**src/rtl/linalg_pkg.sv**
```systemverilog
// Shared types for the linalg datapath: word type, transpose FSM states and
// the counter-width helper used by the streaming transpose.
package linalg_pkg;

   localparam int WORD_W = 32;

   typedef logic [WORD_W-1:0] word_t;

   typedef enum logic {ST_LOAD, ST_DRAIN} tr_state_t;

   // Counters must hold 0..max(M,N)-1 and never collapse below one bit.
   function automatic int cnt_width(input int m, input int n);
      int mx;
      mx = (m > n) ? m : n;
      if (mx < 2) mx = 2;
      return $clog2(mx);
   endfunction

endpackage

```
**src/rtl/mat_transpose_stream_if.sv**
```systemverilog
// Row-in / column-out stream bundle for mat_transpose_stream.
// The slave modport is the transpose engine, master is its environment.
interface mat_transpose_stream_if #(
   parameter int M = 2,
   parameter int N = 2
) ();
   import linalg_pkg::*;

   logic                          in_valid;
   logic                          in_ready;
   logic [N-1:0][WORD_W-1:0]      in_row;
   logic                          out_valid;
   logic                          out_ready;
   logic [M-1:0][WORD_W-1:0]      out_row;
   logic                          out_last;
   logic                          busy;

   modport slave (
      input  in_valid, in_row, out_ready,
      output in_ready, out_valid, out_row, out_last, busy
   );

   modport master (
      output in_valid, in_row, out_ready,
      input  in_ready, out_valid, out_row, out_last, busy
   );

endinterface

```
**src/rtl/mat_transpose.sv**
```systemverilog
// Purely combinational M x N -> N x M matrix transpose; words are rewired,
// never modified.
module mat_transpose
   import linalg_pkg::*;
#(
   parameter int M = 2,
   parameter int N = 2
) (
   input  logic [M-1:0][N-1:0][WORD_W-1:0] mat_in,
   output logic [N-1:0][M-1:0][WORD_W-1:0] mat_out
);

   for (genvar i = 0; i < M; i++) begin : g_row
      for (genvar j = 0; j < N; j++) begin : g_col
         assign mat_out[j][i] = mat_in[i][j];
      end
   end

endmodule

```
**src/rtl/mat_transpose_stream.sv**
```systemverilog
// Streaming transpose: loads M input rows into a single register buffer, then
// drains the N columns as output rows. LOAD and DRAIN never overlap.
module mat_transpose_stream
   import linalg_pkg::*;
#(
   parameter int M = 2,
   parameter int N = 2
) (
   input  logic                    clk,
   input  logic                    rst_n,
   mat_transpose_stream_if.slave   bus
);

   localparam int CW = cnt_width(M, N);

   tr_state_t                        state;
   logic [CW-1:0]                    row_cnt;
   logic [CW-1:0]                    col_cnt;
   logic                             rdy_en;
   logic [M-1:0][N-1:0][WORD_W-1:0]  mat_buf;
   logic [N-1:0][M-1:0][WORD_W-1:0]  mat_t;
   logic [M-1:0][WORD_W-1:0]         out_mux;
   logic                             in_fire;
   logic                             out_fire;
   logic                             row_last;
   logic                             col_last;

   mat_transpose #(.M(M), .N(N)) u_transpose (
      .mat_in  (mat_buf),
      .mat_out (mat_t)
   );

   assign in_fire  = bus.in_valid && bus.in_ready;
   assign out_fire = bus.out_valid && bus.out_ready;
   assign row_last = (row_cnt == CW'(M - 1));
   assign col_last = (col_cnt == CW'(N - 1));

   assign bus.in_ready  = rdy_en && (state == ST_LOAD);
   assign bus.out_valid = (state == ST_DRAIN);
   assign bus.out_last  = (state == ST_DRAIN) && col_last;
   assign bus.busy      = (state == ST_DRAIN) || (row_cnt != '0);
   assign bus.out_row   = out_mux;

   // Compare-based select keeps the index width independent of N.
   always_comb begin
      out_mux = '0;
      for (int k = 0; k < N; k++) begin
         if (col_cnt == CW'(k)) out_mux = mat_t[k];
      end
   end

   // rdy_en delays in_ready by one edge after reset release.
   always_ff @(posedge clk or negedge rst_n) begin
      if (!rst_n) begin
         state   <= ST_LOAD;
         row_cnt <= '0;
         col_cnt <= '0;
         rdy_en  <= 1'b0;
         mat_buf <= '0;
      end else begin
         rdy_en <= 1'b1;
         case (state)
            ST_LOAD: begin
               if (in_fire) begin
                  for (int i = 0; i < M; i++) begin
                     if (row_cnt == CW'(i)) mat_buf[i] <= bus.in_row;
                  end
                  if (row_last) begin
                     row_cnt <= '0;
                     state   <= ST_DRAIN;
                  end else begin
                     row_cnt <= row_cnt + CW'(1);
                  end
               end
            end
            ST_DRAIN: begin
               if (out_fire) begin
                  if (col_last) begin
                     col_cnt <= '0;
                     state   <= ST_LOAD;
                  end else begin
                     col_cnt <= col_cnt + CW'(1);
                  end
               end
            end
            default: state <= ST_LOAD;
         endcase
      end
   end

endmodule

```
**src/flat_wrapper.sv**
```systemverilog
// flat-port wrapper written by rule: the top's interface ports become plain ports
module mat_transpose_stream_flat import linalg_pkg::*;
#(
   parameter int M = 2,
   parameter int N = 2
)
  (clk, rst_n, bus_in_valid, bus_in_row, bus_out_ready, bus_in_ready, bus_out_valid, bus_out_row, bus_out_last, bus_busy);
  mat_transpose_stream_if #(.M(M), .N(N)) bus_i ();
  input  logic clk;
  input  logic rst_n;
  input wire logic [$bits(bus_i.in_valid)-1:0] bus_in_valid;
  input wire logic [$bits(bus_i.in_row)-1:0] bus_in_row;
  input wire logic [$bits(bus_i.out_ready)-1:0] bus_out_ready;
  output wire logic [$bits(bus_i.in_ready)-1:0] bus_in_ready;
  output wire logic [$bits(bus_i.out_valid)-1:0] bus_out_valid;
  output wire logic [$bits(bus_i.out_row)-1:0] bus_out_row;
  output wire logic [$bits(bus_i.out_last)-1:0] bus_out_last;
  output wire logic [$bits(bus_i.busy)-1:0] bus_busy;
  assign bus_i.in_valid = bus_in_valid;
  assign bus_i.in_row = bus_in_row;
  assign bus_i.out_ready = bus_out_ready;
  assign bus_in_ready = bus_i.in_ready;
  assign bus_out_valid = bus_i.out_valid;
  assign bus_out_row = bus_i.out_row;
  assign bus_out_last = bus_i.out_last;
  assign bus_busy = bus_i.busy;
  mat_transpose_stream #(.M(M), .N(N)) u_core (.clk(clk), .rst_n(rst_n), .bus(bus_i));
endmodule
```
**config.mk**
```make
export PLATFORM = sky130hd
export DESIGN_NAME = mat_transpose_stream_flat
export DESIGN_NICKNAME = d
export VERILOG_FILES = /design/src/rtl/linalg_pkg.sv /design/src/rtl/mat_transpose_stream_if.sv /design/src/rtl/mat_transpose.sv /design/src/rtl/mat_transpose_stream.sv /design/src/flat_wrapper.sv
export SDC_FILE = /design/constraint.sdc
export NUM_CORES = 1
export LEC_CHECK = 0
export BUFFER_PORTS_ARGS = -buffer_cell sky130_fd_sc_hd__buf_2
export CAP_MARGIN = 10
export CORE_MARGIN = 3
export CORE_UTILIZATION = 44
export DETAILED_ROUTE_END_ITERATION = 8
export GPL_TIMING_DRIVEN = 0
export PLACE_DENSITY_LB_ADDON = 0.25
export SLEW_MARGIN = 5
export SYNTH_ARGS = -nofsm -noshare
export SYNTH_HDL_FRONTEND = slang
export SYNTH_SLANG_ARGS = --single-unit
```
**constraint.sdc**
```tcl
create_clock -name clk -period 1.5 [get_ports clk]
set_clock_uncertainty 0.2 [all_clocks]
set_input_delay 0.3 -clock clk [delete_from_list [all_inputs] [get_ports clk]]
set_output_delay 0.3 -clock clk [all_outputs]
set_load 0.02 [all_outputs]
```
==> flow_summary.toml <==
[outcome]
status = "complete, but fails checks"
violations = "negative setup slack"

[yosys]
synth_nets = 425
synthArstFlopShare_pct = 100
synth_cell_type_count = 18
ys.flop_type = "dfrtp_1"
syn_avg_cell_area_sq_um = 16.7
synth.most_common_cell = "dfrtp_1"
synth_top_cell_area_share_pct = 55.4
synth-seq-area-share_pct = 55.4
synthTopCellsByArea = "dfrtp_1 (55%), mux2_1 (21%), mux2_4 (15%), mux2_2 (3.6%), buf_6 (2.5%)"
synth-edff-count = 0
syn_inst = 357
synth.cells.most_frequent = "dfrtp_1 (132), mux2_1 (113), mux2_4 (60)"
synth_top_cell_by_area = "dfrtp_1"
synth_area_sq_um = 5960
yosys_warnings = 0
ys_ff_latch = 132

[worst_setup_path]
critPathSlowestCell = "dfrtp_2"
regToRegSetupSlack_ns = -0.36
worstReg2RegEnd = "u_core.mat_buf[87]$_DFFE_PN0P_"
critPathMaxStageDelay_ns = 0.45
crit_type = "register to output pin"
path_max_fanout = 10
required_ns = 1.00
r2r-start = "u_core.bus.out_valid$_DFF_PN0_"
critical_path.most_common_cell = "buf_12"
crit_family = "buffers and inverters"
arrival_ns = 1.63
cp_cell_sequence = "buf_12, buf_12, mux2_4, buf_2"
critPathBufInv = 3
cp-start-kind = "register"
endpoint_kind = "output pin"
r2r_cells = 6

[place]
place_hpwl_mm = 9.11
port_buffers = 135
gp_congestion = 0.750
pre_cts_slack_ns = -0.268

[finish]
nets = 683
num_antenna_cells = 0
area_growth_pct = 59.6
drive_gt1_share_pct = 66.5

[clocking]
htreeDepth = 4
worstSkewPairLatency_ns = 0.41
path_clk_slew_ns = 0.05
cts_buffers = 17
cts_sinks = 132
cts_buffer_depth = 2
root_buffer = "clkbuf_16"
cts_tree = "done"

[timing]
setup_viol = 196
hold_viol_final = 0
period_share_pct = 142
max_freq_mhz = 470
setup_ws_ns = -0.628
fin_tns_setup_ns = -70.91
period_minus_slack_ns = 2.13
grt_setup_unrepaired = "yes"
slew_violations = 0

[routing]
ant_nets = 0
viasPerCell = 4.97
drcViolationCount = 0
first_iter_violations = 136
drtPass1Iterations = 4
vias = 3974
wl_mm = 16.3
routedWlPerCell_um = 20.4

[floorplanning]
die_x_um = 122
pin_count = 136
initial_utilization_pct = 46.1
die-area_sq_um = 15000
die_y_um = 122
num_rows = 41
fp.coreArea_sq_um = 12900

[pwr]
comb_power_share_pct = 53.9
clockPowerShare_pct = 17.0
ir_worst_vdd_v = 0.00177
power_density_nw_per_um2 = 2360
internal_power_uw = 15100
power.leakage_uw = 0.00475
seq_power_share_pct = 29.0
p_switching_uw = 7400
swShare_pct = 32.9

[global_route]
grt_max_degree = 75
grt_pass1_vias = 4680
grt_usage_pct = 23.4
grt_pass1_wl_mm = 26.2
grt_antenna_before_repair = 0
grt_remaining_overflow = 0

[hold_path]
holdPathEnd = "u_core.bus.out_valid$_DFF_PN0_"
hold_path_depth = 3
min_from = "bus_in_valid"
min_path_type = "input port to register"

[run]
cap_viol_max_count = 0
[cells in the final DEF, fill, tap and decap left out]
cell type	n
a21oi_1	1
a31oi_1	1
and2_4	1
and4bb_4	1
buf_12	25
buf_16	5
buf_2	97
buf_4	10
buf_6	48
buf_8	6
clkbuf_1	4
clkbuf_16	18
clkbuf_8	7
clkinv_2	4
conb_1	1
dfrtp_1	130
dfrtp_2	2
dlygate4sd3_1	67
mux2_2	19
mux2_4	173
nand2_1	1
nand3b_1	1
nand4b_1	1
nor2b_4	1
or2_1	1
xnor2_1	2
[repair_timing]
action,CTS,global route
setup buffers,32,4
setup endpoints to repair,192,223
pin swaps,1,1
gates resized for setup,108,68
cloned,15,1
hold endpoints to repair,189,0
hold buffers,67,0
[sequential cells by signal, indices dropped and copies added, names as in the netlist]
signal	flops
u_core.bus.out_valid	1
u_core.rdy_en	1
u_core.col_cnt	1
u_core.row_cnt	1
u_core.mat_buf	128
[final cells by class]
class	count	area, sq um
Fill cell	839	3420
Tap cell	172	215
Sequential cell	132	3310
Clock buffer	27	523
Timing Repair Buffer	245	2260
Clock inverter	4	20.0
Buffer	15	275
Multi-Input combinational cell	204	2910
[worst max-delay path by stage]
stage               slack [ns]                            from                              to  depth (start not counted)
CTS                      -0.66      u_core.col_cnt$_DFFE_PN0P_                 bus_out_row[52]                          3
global placement         -2.02                           rst_n  u_core.bus.out_valid$_DFF_PN0_                          1
detailed placement       -0.27  u_core.bus.out_valid$_DFF_PN0_  u_core.mat_buf[45]$_DFFE_PN0P_                          4
floorplan                -0.18  u_core.bus.out_valid$_DFF_PN0_  u_core.mat_buf[10]$_DFFE_PN0P_                          4
finish                   -0.63      u_core.col_cnt$_DFFE_PN0P_                 bus_out_row[23]                          4
global route             -0.69      u_core.col_cnt$_DFFE_PN0P_                  bus_out_row[1]                          4
[power by group through the flow]
stage | combinational (uW) | clock, uW | sequential [uW]
finish | 12100 | 3830 | 6530
global route | 12800 | 4080 | 6730
CTS | 11500 | 3870 | 6440
detailed placement | 9680 | 0 | 6440
global placement | 9580 | 0 | 6330
floorplan | 7530 | 0 | 6110
[worst min-delay path, delay by kind of cell]
kind	cells	cell delay, ns
compound gates	2	0.19
buf+inv	1	0.11
[per-stage QoR]
stage	instance area (sq um)	total power, uW	utilization, %	std cells	hold WS (ns)
after floorplan	6410	13600	-	357	-0.196
after global placement	7300	15900	56.5	664	0.272
after detailed placement	7330	16100	56.7	665	0.107
after CTS	9610	21800	74.3	810	0.00710
after global routing	9510	23600	73.6	799	0.0180
final	9510	22500	73.6	799	0.0291
[routing by layer]
metal / share of wire, % / track usage (%) / routed length (um)
met5: 0 / 0 / 0
met3: 5.9 / 7.19 / 954
met1: 44 / 29.7 / 7100
met4: 1.7 / 7.98 / 285
met2: 49 / 38.2 / 7950
[logic make-up after synthesis]
group,count (synthesis),synth area share (%)
xor+xnor,2,0.294
buf+inv,21,3.11
flops,132,55.4
compound gates,2,0.189
mux,192,40.1
simple gates,7,0.861
other cells,1,0.0629
No activity file was read; power rests on OpenSTA's default activity.
